## src/rtl/hazard_pkg.sv

```systemverilog
// Shared types and helpers for the hazard/forwarding controller.
package hazard_pkg;

    // Widest register address the scoreboard entry can hold; narrower
    // addresses are zero-extended into it.
    localparam int HZ_RD_W = 8;

    // Forward select value meaning "take the operand from the register file".
    localparam int FWD_REGFILE = 0;

    // One in-flight instruction tracked after ID.
    typedef struct packed {
        logic               valid;
        logic [HZ_RD_W-1:0] rd;
        logic               regwr;
        logic               load;
    } hazard_sb_entry_t;

    // Width of a forward select for a scoreboard of the given depth.
    function automatic int sel_w(input int depth);
        if (depth <= 2) begin
            return 1;
        end else begin
            return $clog2(depth);
        end
    endfunction

endpackage

```

## src/rtl/hazard_fwd_pick.sv

```systemverilog
// Per-operand forwarding search: finds the youngest in-flight producer of a
// source register and decides whether its result can be forwarded yet.
module hazard_fwd_pick
    import hazard_pkg::*;
#(
    parameter int DEPTH    = 3,
    parameter int LOAD_RDY = 2,
    parameter int SEL_W    = sel_w(DEPTH)
) (
    input  hazard_sb_entry_t [DEPTH-1:0] i_sb,
    input  logic [HZ_RD_W-1:0]           i_src,
    output logic                         o_hit,
    output logic                         o_ready,
    output logic [SEL_W-1:0]             o_sel
);

    logic w_found;
    logic w_load;
    int   w_idx;
    logic w_ready;

    // Priority search from entry 0 so the youngest matching producer wins.
    always_comb begin
        w_found = 1'b0;
        w_load  = 1'b0;
        w_idx   = 0;
        for (int k = 0; k < DEPTH; k++) begin
            if (!w_found && i_sb[k].valid && i_sb[k].regwr &&
                (i_sb[k].rd != HZ_RD_W'(0)) && (i_sb[k].rd == i_src)) begin
                w_found = 1'b1;
                w_load  = i_sb[k].load;
                w_idx   = k;
            end else begin
                w_found = w_found;
            end
        end
    end

    // Readiness and select: loads need LOAD_RDY stages, the last entry is
    // covered by the register file write-to-read bypass.
    always_comb begin
        o_hit = w_found;
        if (w_found && w_load && ((w_idx + 1) < LOAD_RDY)) begin
            w_ready = 1'b0;
        end else begin
            w_ready = w_found;
        end
        o_ready = w_ready;
        if (w_ready && ((w_idx + 1) <= (DEPTH - 1))) begin
            o_sel = SEL_W'(w_idx + 1);
        end else begin
            o_sel = SEL_W'(FWD_REGFILE);
        end
    end

endmodule

```

## src/rtl/hazard_forward_unit.sv

```systemverilog
// Hazard/forwarding controller: shift-register scoreboard of in-flight
// destinations, registered EX forward selects, load-use stall and a
// saturating stall counter.
module hazard_forward_unit
    import hazard_pkg::*;
#(
    parameter int AW       = 5,
    parameter int DEPTH    = 3,
    parameter int LOAD_RDY = 2,
    parameter int CNT_W    = 16
) (
    input  logic                      clk,
    input  logic                      rst,
    input  logic                      hold,
    input  logic                      flush,
    input  logic                      id_valid,
    input  logic [AW-1:0]             id_rs,
    input  logic [AW-1:0]             id_rt,
    input  logic [AW-1:0]             id_rd,
    input  logic                      id_regwr,
    input  logic                      id_load,
    output logic                      stall,
    output logic [sel_w(DEPTH)-1:0]   ex_fwd_a,
    output logic [sel_w(DEPTH)-1:0]   ex_fwd_b,
    output logic [CNT_W-1:0]          stall_cnt
);

    localparam int SEL_W = sel_w(DEPTH);
    localparam logic [CNT_W-1:0] CNT_MAX = {CNT_W{1'b1}};

    hazard_sb_entry_t [DEPTH-1:0] r_sb;
    logic [SEL_W-1:0]             r_fwd_a;
    logic [SEL_W-1:0]             r_fwd_b;
    logic [CNT_W-1:0]             r_cnt;

    hazard_sb_entry_t w_id_entry;
    logic             w_hit_a, w_ready_a;
    logic             w_hit_b, w_ready_b;
    logic [SEL_W-1:0] w_sel_a, w_sel_b;
    logic             w_stall;
    logic             w_bubble;

    hazard_fwd_pick #(
        .DEPTH    (DEPTH),
        .LOAD_RDY (LOAD_RDY),
        .SEL_W    (SEL_W)
    ) u_pick_a (
        .i_sb    (r_sb),
        .i_src   (HZ_RD_W'(id_rs)),
        .o_hit   (w_hit_a),
        .o_ready (w_ready_a),
        .o_sel   (w_sel_a)
    );

    hazard_fwd_pick #(
        .DEPTH    (DEPTH),
        .LOAD_RDY (LOAD_RDY),
        .SEL_W    (SEL_W)
    ) u_pick_b (
        .i_sb    (r_sb),
        .i_src   (HZ_RD_W'(id_rt)),
        .o_hit   (w_hit_b),
        .o_ready (w_ready_b),
        .o_sel   (w_sel_b)
    );

    // Load-use stall and bubble decision; flush overrides a would-be stall.
    always_comb begin
        w_id_entry.valid = id_valid;
        w_id_entry.rd    = HZ_RD_W'(id_rd);
        w_id_entry.regwr = id_regwr;
        w_id_entry.load  = id_load;
        if (!rst && id_valid && !flush &&
            ((w_hit_a && !w_ready_a) || (w_hit_b && !w_ready_b))) begin
            w_stall = 1'b1;
        end else begin
            w_stall = 1'b0;
        end
        w_bubble = !id_valid || flush || w_stall;
    end

    // Scoreboard shift, select registers and stall counter; hold freezes all.
    always_ff @(posedge clk) begin
        if (rst) begin
            r_sb    <= '0;
            r_fwd_a <= SEL_W'(FWD_REGFILE);
            r_fwd_b <= SEL_W'(FWD_REGFILE);
            r_cnt   <= CNT_W'(0);
        end else if (hold) begin
            r_sb    <= r_sb;
            r_fwd_a <= r_fwd_a;
            r_fwd_b <= r_fwd_b;
            r_cnt   <= r_cnt;
        end else begin
            for (int k = DEPTH - 1; k >= 1; k--) begin
                r_sb[k] <= r_sb[k-1];
            end
            if (w_bubble) begin
                r_sb[0] <= '0;
                r_fwd_a <= SEL_W'(FWD_REGFILE);
                r_fwd_b <= SEL_W'(FWD_REGFILE);
            end else begin
                r_sb[0] <= w_id_entry;
                r_fwd_a <= w_sel_a;
                r_fwd_b <= w_sel_b;
            end
            if (w_stall && (r_cnt != CNT_MAX)) begin
                r_cnt <= r_cnt + CNT_W'(1);
            end else begin
                r_cnt <= r_cnt;
            end
        end
    end

    assign stall     = w_stall;
    assign ex_fwd_a  = r_fwd_a;
    assign ex_fwd_b  = r_fwd_b;
    assign stall_cnt = r_cnt;

endmodule

```

## config.mk

```make
export PLATFORM = sky130hd
export DESIGN_NAME = hazard_forward_unit
export DESIGN_NICKNAME = d
export VERILOG_FILES = /design/src/rtl/hazard_pkg.sv /design/src/rtl/hazard_fwd_pick.sv /design/src/rtl/hazard_forward_unit.sv
export SDC_FILE = /design/constraint.sdc
export NUM_CORES = 1
export LEC_CHECK = 0
export ABC_AREA = 0
export CORE_ASPECT_RATIO = 0.9
export CORE_MARGIN = 5
export CORE_UTILIZATION = 50
export CTS_CLUSTER_DIAMETER = 120
export DETAILED_ROUTE_END_ITERATION = 16
export PLACE_DENSITY = 0.79
export SYNTH_ARGS = -nofsm -noshare
export SYNTH_HDL_FRONTEND = slang
export SYNTH_SLANG_ARGS = --single-unit
export TNS_END_PERCENT = 20
```

## constraint.sdc

```tcl
create_clock -name clk -period 2.43 [get_ports clk]
set_input_delay 0.3645 -clock clk [delete_from_list [all_inputs] [get_ports clk]]
set_output_delay 0.3645 -clock clk [all_outputs]
set_load 0.05 [all_outputs]
```

==> results.json, run 1 <==
{
  "clock_tree_from_tritoncts": "yes",
  "antenna_cells_inserted": 0,
  "max-cap-violations": 0,
  "gpl.final_weighted_congestion": 0.840,
  "cts_root_buf": "clkbuf_8",
  "timing.reg2reg.worst_path_depth": 5,
  "route.vias.total": 1730,
  "timing.critical_path.to": "stall",
  "fillerInstances": 313,
  "synth_top_cell_area_share": 0.354,
  "die_w_um": 76.3,
  "critical_path.max_stage_delay_ps": 450,
  "grt_pass1_wl_um": 7940,
  "synth.top_cells.by_area": "dfxtp_1 (35%), mux2_4 (5.3%), xnor2_1 (4.9%)",
  "power.static_leakage_nw": 0.983,
  "core_sq_um": 3780,
  "worst-endpoint-required_ps": 2070,
  "initial_core_util": 0.523,
  "cts_sinks": 35,
  "postSynthNetCount": 232,
  "cell_row_count": 21,
  "finalMaxSlewViolations": 0,
  "vias_in_the_first_global_route": 1723,
  "floorplan.die.height_um": 69.7,
  "die_area_sq_um": 5320,
  "crit_path_cell_trace": "clkdlybuf4s50_1 -> xor2_1 -> nor2_1 -> nand4_1 -> a2111oi_4 -> clkbuf_16",
  "cts_buffers": 5,
  "final_antenna_net_count": 0,
  "unrepaired_setup_endpoints_after_global_routing": "no",
  "placed_cell_area_sq_um": 2470,
  "synth_seq_cells": 35,
  "via_per_inst": 5.73,
  "hold_path_startpoint": "ex_fwd_b[0]",
  "postLayoutCellArea_sq_um": 2670,
  "biggest_fanout_along_the_worst_timing_path": 3,
  "buffer_ports.inserted": 42,
  "area_growth_pct": 34.6,
  "fmax_ghz": 0.428,
  "route.detailed.drc": 0,
  "layout_worst_path_cycle_share": 0.962,
  "run_status": "finished clean",
  "synthesized_cell_area_sq_um": 1980,
  "synthDistinctLibCells": 46,
  "detailed_place_hpwl_um": 3460,
  "insertion_delay_ps": 290,
  "power_density_nw_per_um2": 494,
  "drtPass1Iterations": 4,
  "synth_seq_area_share": 0.354,
  "layout_cells_sized_above_1": 0.184,
  "grt_antenna_before_repair": 0,
  "worstSetupPathType": "in -> out",
  "timing.critical_path.from": "id_rs[0]",
  "regToRegStartpoint": "r_sb[2]",
  "ioPinCount": 43,
  "worstSetupEndpointType": "primary output",
  "final.setup_skew_ps": 6.71,
  "hold_viol_final": 0,
  "arrival_ps": 1970,
  "cp-start-kind": "input port",
  "route.detailed.wl_per_inst_um": 15.6,
  "htreeDepth": 2,
  "grt_start_max_net_pins": 35,
  "slowest_stage": "clkdlybuf4s50_1",
  "gr-total-overflow": 0,
  "aggregate_negative_setup_slack_ps": 0,
  "global_router_s_overall_resource_usage": 0.179,
  "worst_hold_check_path_type": "reg -> reg",
  "timing.rr.end": "stall_cnt[10]",
  "synthCells": 209,
  "syn-mean-instance-area_sq_um": 9.48,
  "yosys.area.top_type": "dfxtp_1",
  "relSlewSlack": 0.548,
  "cts-root-to-sink-buffers": 2,
  "setup_violations": 0,
  "hold_slack_ps": 450,
  "yosys_warnings": 0,
  "finalNetCount": 278,
  "timing.final.crit_period_ps": 2340,
  "worst_ir_drop_vdd_mv": 0.339,
  "clk_transition_reported_paths_ps": 70,
  "tightestPinTransition_ps": 677,
  "drt_iter0_markers": 86,
  "routed_wl_um": 4710,
  "reg_to_reg_setup_timing_slack_ps": 500
}
[synth_stat cells (all sizes together)]
| cell type | count |
|---|---|
| dfxtp | 35 |
| nor2 | 20 |
| nand4 | 11 |
| xnor2 | 11 |
| a21oi | 9 |
| nand2 | 9 |
| nand3 | 9 |
| nor2b | 9 |
| xor2 | 9 |
| mux2 | 8 |
| a22o | 7 |
| buf | 7 |
| mux2i | 7 |
| or4 | 7 |
| nor3 | 6 |
| nor4 | 6 |
| o31ai | 5 |
| clkbuf | 4 |
| o21ai | 4 |
| and4 | 3 |
| nand2b | 3 |
| o211ai | 3 |
| or3 | 3 |
| and3 | 2 |
| nor3b | 2 |
| a2111oi | 1 |
| a21o | 1 |
| a32oi | 1 |
| and3b | 1 |
| ha | 1 |
| nor4b | 1 |
| o211a | 1 |
| o21a | 1 |
| o21ba | 1 |
| o31a | 1 |
[metal layers]
metal / global-route usage / part of all wire
met1: 0.246 / 0.48
met2: 0.278 / 0.47
met3: 0.0377 / 0.041
met5: 0 / 0
met4: 0.0602 / 0.0093
[flip-flops by register name, summed over array words and instances, names as in the netlist]
signal     count
ex_fwd_b       2
ex_fwd_a       2
stall_cnt     16
r_sb          15
[metrics by stage]
step / total power [mW] / util / setup WS (ps) / instances
after global placement: 0.706 / 0.654 / 59.9 / 292
after detailed placement: 0.708 / 0.654 / 22.5 / 292
after CTS: 1.33 / 0.689 / 12.9 / 300
final: 1.32 / 0.704 / 91.2 / 302
after global routing: 1.36 / 0.704 / 21.0 / 302
after floorplan: 0.654 / - / 198 / 209
[cell type report]
type	count	area (sq um)	area share
clock buffers	6	72.6	0.0272
clock inverters	2	60.1	0.0225
multi-input cells	163	1250	0.470
flip-flops and latches	35	707	0.265
well taps	46	57.6	0.0216
repair buffers	50	515	0.193
[cell usage in the layout (no fill, tap or decap), drive strengths merged, types with 3 or more instances in the layout]
cell / netlist / final
nand4: 11 / 11
mux2i: 7 / 7
nand3: 9 / 9
a22o: 7 / 7
nor3: 6 / 6
nor4: 6 / 6
o21ai: 4 / 4
buf: 7 / 8
nor2b: 9 / 9
a21oi: 9 / 9
mux2: 8 / 8
nor2: 20 / 20
xnor2: 11 / 11
nand2b: 3 / 3
and4: 3 / 3
clkdlybuf4s50: 0 / 38
or4: 7 / 7
o211ai: 3 / 3
xor2: 9 / 9
o31ai: 5 / 5
clkbuf: 4 / 7
dlymetal6s2s: 0 / 3
nand2: 9 / 9
dfxtp: 35 / 35
or3: 3 / 3
[worst min-delay path by stage]
| stage | endpoint | slack (ps) | cells past startpoint |
|---|---|---|---|
| 6_report | ex_fwd_b[0] | 450 | 2 |
| 5_1_grt | ex_fwd_a[0] | 490 | 2 |
| 4_1_cts | ex_fwd_b[0] | 450 | 2 |
| 3_5_place_dp | ex_fwd_b[0] | 450 | 2 |
| 3_3_place_gp | ex_fwd_b[0] | 440 | 2 |
| 2_1_floorplan | r_sb[12] | 460 | 2 |
[repair_timing]
action | CTS | global route
endpoints found under the setup margin | 0 | 1
resized for setup | 0 | 13
hold buffers | 0 | 0
setup buffers | 0 | 2
[logic make-up after synthesis]
group           synth area share
xor+xnor                  0.0884
fa+ha+maj                0.00632
mux                       0.0941
buf+inv                   0.0328
compound gates             0.140
flops                      0.354
simple gates               0.285
[worst max-delay path, delay by kind of cell]
kind                   cells  cell delay, ps
XOR/XNOR                   1             160
AO/OA/AOI/OAI              1             440
AND/OR/NAND/NOR            2             320
buffers and inverters      2             690
[power by group]
| group | total, mW | leakage, nW | internal, mW | switching (mW) |
|---|---|---|---|---|
| logic | 0.113 | 0.633 | 0.0604 | 0.0523 |
| registers | 0.587 | 0.285 | 0.579 | 0.00842 |
| clock network | 0.618 | 0.0654 | 0.410 | 0.208 |
| total | 1.32 | 0.983 | 1.05 | 0.269 |
Note: power is estimated with default switching activity, not from simulation.
==> inputs of run 2 (changes only) <==
--- a/config.mk
+++ b/config.mk
@@ -6,12 +6,14 @@
 export NUM_CORES = 1
 export LEC_CHECK = 0
 export ABC_AREA = 0
+export CELL_PAD_IN_SITES_DETAIL_PLACEMENT = 1
+export CELL_PAD_IN_SITES_GLOBAL_PLACEMENT = 1
 export CORE_ASPECT_RATIO = 0.9
 export CORE_MARGIN = 5
-export CORE_UTILIZATION = 50
+export CORE_UTILIZATION = 38
 export CTS_CLUSTER_DIAMETER = 120
 export DETAILED_ROUTE_END_ITERATION = 16
-export PLACE_DENSITY = 0.79
+export PLACE_DENSITY_LB_ADDON = 0.1
 export SYNTH_ARGS = -nofsm -noshare
 export SYNTH_HDL_FRONTEND = slang
 export SYNTH_SLANG_ARGS = --single-unit
==> run 2 against run 1 <==
  * Sequential share of layout area shrank 0.31 points
  * Critical path depth unchanged
  * Fmax hardly changed
  * Clock power decreased by 11%
  * Global-route usage down 1.5 points
  * Combinational power hardly changed
  * Hold slack improved by 21 ps
  * Sequential cell count did not move
  * First-iteration DRC count fell by 20%
  * Register-to-register slack lost 120 ps
  * Worst setup slack better by 0.72 ps
  * Routed wire length up 15%
==> results.json, run 2 (same netlist as run 1, synthesis figures left out) <==
{
  "drt_iter0_markers": 69,
  "holdPathStages": 2,
  "timing.final.crit_period_ps": 2340,
  "worst_hold_check_path_type": "reg -> reg",
  "power_density_nw_per_um2": 464,
  "fillerInstances": 610,
  "tightestPinTransition_ps": 814,
  "hold_viol_final": 0,
  "worst-endpoint-required_ps": 2070,
  "largest_reg_flops": 16,
  "grt_start_max_net_pins": 35,
  "cts_root_buf": "clkbuf_8",
  "report.power.total_mw": 1.25,
  "grt_pass1_wl_um": 8850,
  "finalMaxSlewViolations": 0,
  "finalNetCount": 279,
  "gpl.final_weighted_congestion": 0.814,
  "fmax_ghz": 0.428,
  "cts_sinks": 35,
  "layout_worst_path_cycle_share": 0.962,
  "clk_transition_reported_paths_ps": 80,
  "area_growth_pct": 36.1,
  "biggest_fanout_along_the_worst_timing_path": 3,
  "max-cap-violations": 0,
  "clock_tree_from_tritoncts": "yes",
  "buffer_ports.inserted": 42,
  "cell_row_count": 25,
  "cp-start-kind": "input port",
  "detailed_place_hpwl_um": 4020,
  "global_router_s_overall_resource_usage": 0.164,
  "worst_ir_drop_vdd_mv": 0.252,
  "run_status": "finished clean",
  "initial_core_util": 0.384,
  "route.vias.total": 1766,
  "final_antenna_net_count": 0,
  "vias_in_the_first_global_route": 1758,
  "die_area_sq_um": 6760,
  "power.static_leakage_nw": 0.994,
  "floorplan.die.height_um": 78.5,
  "arrival_ps": 1970,
  "core_sq_um": 5160,
  "route.detailed.wl_per_inst_um": 16.6,
  "routed_wl_um": 5390,
  "layout_cells_sized_above_1": 0.198,
  "gr-total-overflow": 0,
  "drtPass1Iterations": 4,
  "insertion_delay_ps": 290,
  "route.detailed.drc": 0,
  "worstSetupEndpointType": "primary output",
  "via_per_inst": 5.45,
  "final_cell_mix": "clkdlybuf4s50_1 (37), dfxtp_1 (30), nor2_1 (20), nand4_1 (10)",
  "die_w_um": 86.1,
  "relSlewSlack": 0.456,
  "grt_antenna_before_repair": 0,
  "cts_buffers": 5,
  "ioPinCount": 43,
  "setup_violations": 0,
  "most_common_cell_after_layout_fill_and_taps_aside": "clkdlybuf4s50_1",
  "antenna_cells_inserted": 0,
  "final.setup_skew_ps": 5.70,
  "aggregate_negative_setup_slack_ps": 0,
  "worstSetupPathType": "in -> out",
  "cts-root-to-sink-buffers": 2,
  "htreeDepth": 2,
  "timing.reg2reg.worst_path_depth": 8
}
run 2: cell types whose count changed in the layout (fill, tap and decap cells not counted), sizes merged:
cell and change:
inv +1, clkbuf -1, dlygate4sd2 +1, buf +1, clkinv +1, bufinv -1, clkdlybuf4s50 -1
run 2: per-layer routing:
metal	wire, um	part of all wire	vias up	GRT usage
met1	2750	0.51	854	0.249
met5	0	0	-	0
li1	-	-	871	-
met3	274	0.051	4	0.0325
met4	37	0.0069	0	0.0380
met2	2330	0.43	37	0.234
run 2: area by class of cell:
class                   count  area (sq um)  area share
multi-input cells         163          1270       0.470
flip-flops and latches     35           707       0.262
repair buffers             51           522       0.194
well taps                  67          83.8      0.0311
clock buffers               5          68.8      0.0255
clock inverters             3          47.5      0.0176
run 2: metrics by stage:
step / setup WS, ps / util / hold WS, ps / instances / instance area (sq um)
floorplan: 198 / - / 456 / 209 / 1990
global route: -10.8 / 0.522 / 498 / 324 / 2700
CTS: 9.03 / 0.510 / 472 / 323 / 2630
detailed placement: 2.15 / 0.486 / 452 / 314 / 2510
finish: 92.0 / 0.522 / 471 / 324 / 2700
global placement: 49.8 / 0.486 / 453 / 314 / 2510
run 2: where the power goes:
part	total (mW)	switching [mW]	internal, mW
Combinational	0.116	0.0535	0.0623
Clock	0.548	0.237	0.311
Sequential	0.588	0.00963	0.578
Total	1.25	0.300	0.952
run 2: worst paths after layout:
path | end | slack [ps] | from
setup / recovery | stall | 90 | id_rt[0]
hold reg to reg | ex_fwd_b[1] | 470 | ex_fwd_b[1]
setup reg to reg | stall_cnt[4] | 380 | r_sb[6]
hold / removal | ex_fwd_b[1] | 470 | ex_fwd_b[1]
run 2: worst max-delay path, stage by stage:
cell and delay (ps):
clkdlybuf4s50_1 450, xor2_1 180, nor3_2 180, nand3_2 140, a2111oi_4 410, clkbuf_16 240
run 2: timing repair:
action,in CTS,in global routing
hold buffers,0,0
resized for setup,4,12
endpoints found under the setup margin,1,1
pin swaps,2,4
buffers inserted,1,1
==> inputs of run 3 (changes only) <==
--- a/config.mk
+++ b/config.mk
@@ -10,10 +10,13 @@
 export CELL_PAD_IN_SITES_GLOBAL_PLACEMENT = 1
 export CORE_ASPECT_RATIO = 0.9
 export CORE_MARGIN = 5
-export CORE_UTILIZATION = 38
+export CORE_UTILIZATION = 47
 export CTS_CLUSTER_DIAMETER = 120
 export DETAILED_ROUTE_END_ITERATION = 16
+export DONT_BUFFER_PORTS = 1
 export PLACE_DENSITY_LB_ADDON = 0.1
+export SKIP_CTS_REPAIR_TIMING = 1
+export SLEW_MARGIN = 20
 export SYNTH_ARGS = -nofsm -noshare
 export SYNTH_HDL_FRONTEND = slang
 export SYNTH_SLANG_ARGS = --single-unit
==> run 3 against run 2 <==
  * Final cell count fell by 14%
  * Clock power fell by 22%
  * Clock skew rose by 4.3 ps
  * Largest cell class unchanged
  * Fmax fell by 4.1%
  * Critical path type is now reg -> out
  * Core utilization rose by 4.5 points
  * Power fell by 14%
  * Critical path depth fell by 2
  * Global-route usage rose by 3.3 points
  * The flow now finishes with violations (setup timing)
  * Routed wire length rose by 2.3%
  * Sequential power fell by 0.7%
==> results.json, run 3 (same netlist as run 1, synthesis figures left out) <==
{
  "ioPinCount": 43,
  "floorplan.die.height_um": 71.6,
  "worst_ir_drop_vdd_mv": 0.316,
  "finalNetCount": 253,
  "power_density_nw_per_um2": 465,
  "arrival_ps": 2070,
  "global_router_s_overall_resource_usage": 0.197,
  "biggest_fanout_along_the_worst_timing_path": 4,
  "drtPass1Iterations": 4,
  "worst_hold_check_path_type": "in -> reg",
  "critical_path.max_stage_delay_ps": 860,
  "die_area_sq_um": 5610,
  "worst_path_bufs_invs": 0,
  "route.vias.total": 1675,
  "grt_start_max_net_pins": 36,
  "post_route_met1_wirelength_um": 2530,
  "route.detailed.wl_per_inst_um": 19.8,
  "cts_sinks": 35,
  "top_layer_used": "met4",
  "die_w_um": 78.4,
  "cell_row_count": 22,
  "run_status": "complete, but fails checks",
  "layout_worst_path_cycle_share": 1.00,
  "hold_viol_final": 0,
  "most_common_cell_after_layout_fill_and_taps_aside": "dfxtp_1",
  "power.static_leakage_nw": 0.859,
  "met3WireLength_um": 325,
  "worstSetupEndpointType": "primary output",
  "crit_path_cell_trace": "xor2_1 -> nor2_1 -> nand4_1 -> a2111oi_4",
  "buffer_ports.inserted": 0,
  "antenna_cells_inserted": 0,
  "insertion_delay_ps": 300,
  "tightestPinTransition_ps": 904,
  "slowest_stage": "a2111oi_4",
  "worst-endpoint-required_ps": 2070,
  "timing.final.crit_period_ps": 2440,
  "vias_in_the_first_global_route": 1743,
  "finalMaxSlewViolations": 0,
  "layout_cells_sized_above_1": 0.281,
  "worst_slack_ps": -8.87,
  "gpl.final_weighted_congestion": 0.892,
  "drt_iter0_markers": 66,
  "area_growth_pct": 16.7,
  "route.detailed.drc": 0,
  "timing.reg2reg.worst_path_depth": 5,
  "unrepaired_setup_endpoints_after_global_routing": "yes",
  "fmax_ghz": 0.410,
  "cp-start-kind": "flip-flop",
  "initial_core_util": 0.486,
  "detailed_place_hpwl_um": 4010,
  "postLayoutCellArea_sq_um": 2310,
  "clock_tree_from_tritoncts": "yes",
  "worstSetupPathType": "reg -> out",
  "violations_in_the_final_reports": "setup timing",
  "routed_wl_um": 5520,
  "critical_path_cell_count": 4,
  "final_cell_mix": "dfxtp_1 (30), buf_4 (25), nor2_1 (20), xnor2_1 (10), nand4_1 (10)",
  "path_delay_family": "compound AO/OA/AOI/OAI gates",
  "clk_transition_reported_paths_ps": 80,
  "largest_reg_flops": 16,
  "cts-root-to-sink-buffers": 2,
  "core_sq_um": 4070,
  "placed_cell_area_sq_um": 2120,
  "relSlewSlack": 0.398,
  "cts_buffers": 5,
  "htreeDepth": 2,
  "setup_violations": 1,
  "aggregate_negative_setup_slack_ps": -8.87,
  "via_per_inst": 6.00,
  "dr_wl_met2_um": 2600,
  "final_antenna_net_count": 0,
  "grt_pass1_wl_um": 8770,
  "max-cap-violations": 0,
  "cts_root_buf": "clkbuf_8",
  "gr-total-overflow": 0,
  "final.setup_skew_ps": 10.0,
  "holdPathStages": 1,
  "post-route-util": 0.567,
  "grt_antenna_before_repair": 0
}
## run 3: final cells by class
class                           instances  area (sq um)
Clock inverter                          3          20.0
Tap cell                               48          60.1
Fill cell                             469          1760
Sequential cell                        35           714
Clock buffer                            5          68.8
Timing Repair Buffer                   25           188
Multi-Input combinational cell        163          1260
## run 3: power breakdown
group	switching, mW	internal, mW	leakage [nW]
registers	0.00795	0.576	0.286
logic	0.0310	0.0316	0.533
clock network	0.229	0.199	0.0402
total	0.268	0.807	0.859
## run 3: through the flow
stage	cells	hold slack (ps)	power (mW)	setup WS (ps)
floorplan	209	456	0.654	198
global placement	264	439	0.651	224
detailed placement	264	440	0.655	146
CTS	272	128	1.07	-185
global route	279	117	1.12	-110
finish	279	125	1.07	-8.87
## run 3: worst paths after layout
check           start            to  slack, ps
max           r_sb[2]         stall         -9
min               rst  stall_cnt[0]        130
min reg2reg  r_sb[12]      r_sb[12]        520
max reg2reg   r_sb[2]   ex_fwd_a[1]        290
## run 3: per-layer routing
layer / vias to the layer above / track usage
met4: 0 / 0.0563
met2: 34 / 0.310
li1: 818 / -
met3: 7 / 0.0666
met1: 816 / 0.258
met5: - / 0
## run 3: worst register-to-register path: cells and delay by family (launching register included)
| kind | cells | cell delay, ps |
|---|---|---|
| AOI/OAI and AO/OA | 2 | 1060 |
| xor gates and xnor gates | 1 | 140 |
| DFF | 1 | 370 |
| and+or+nand+nor | 2 | 420 |
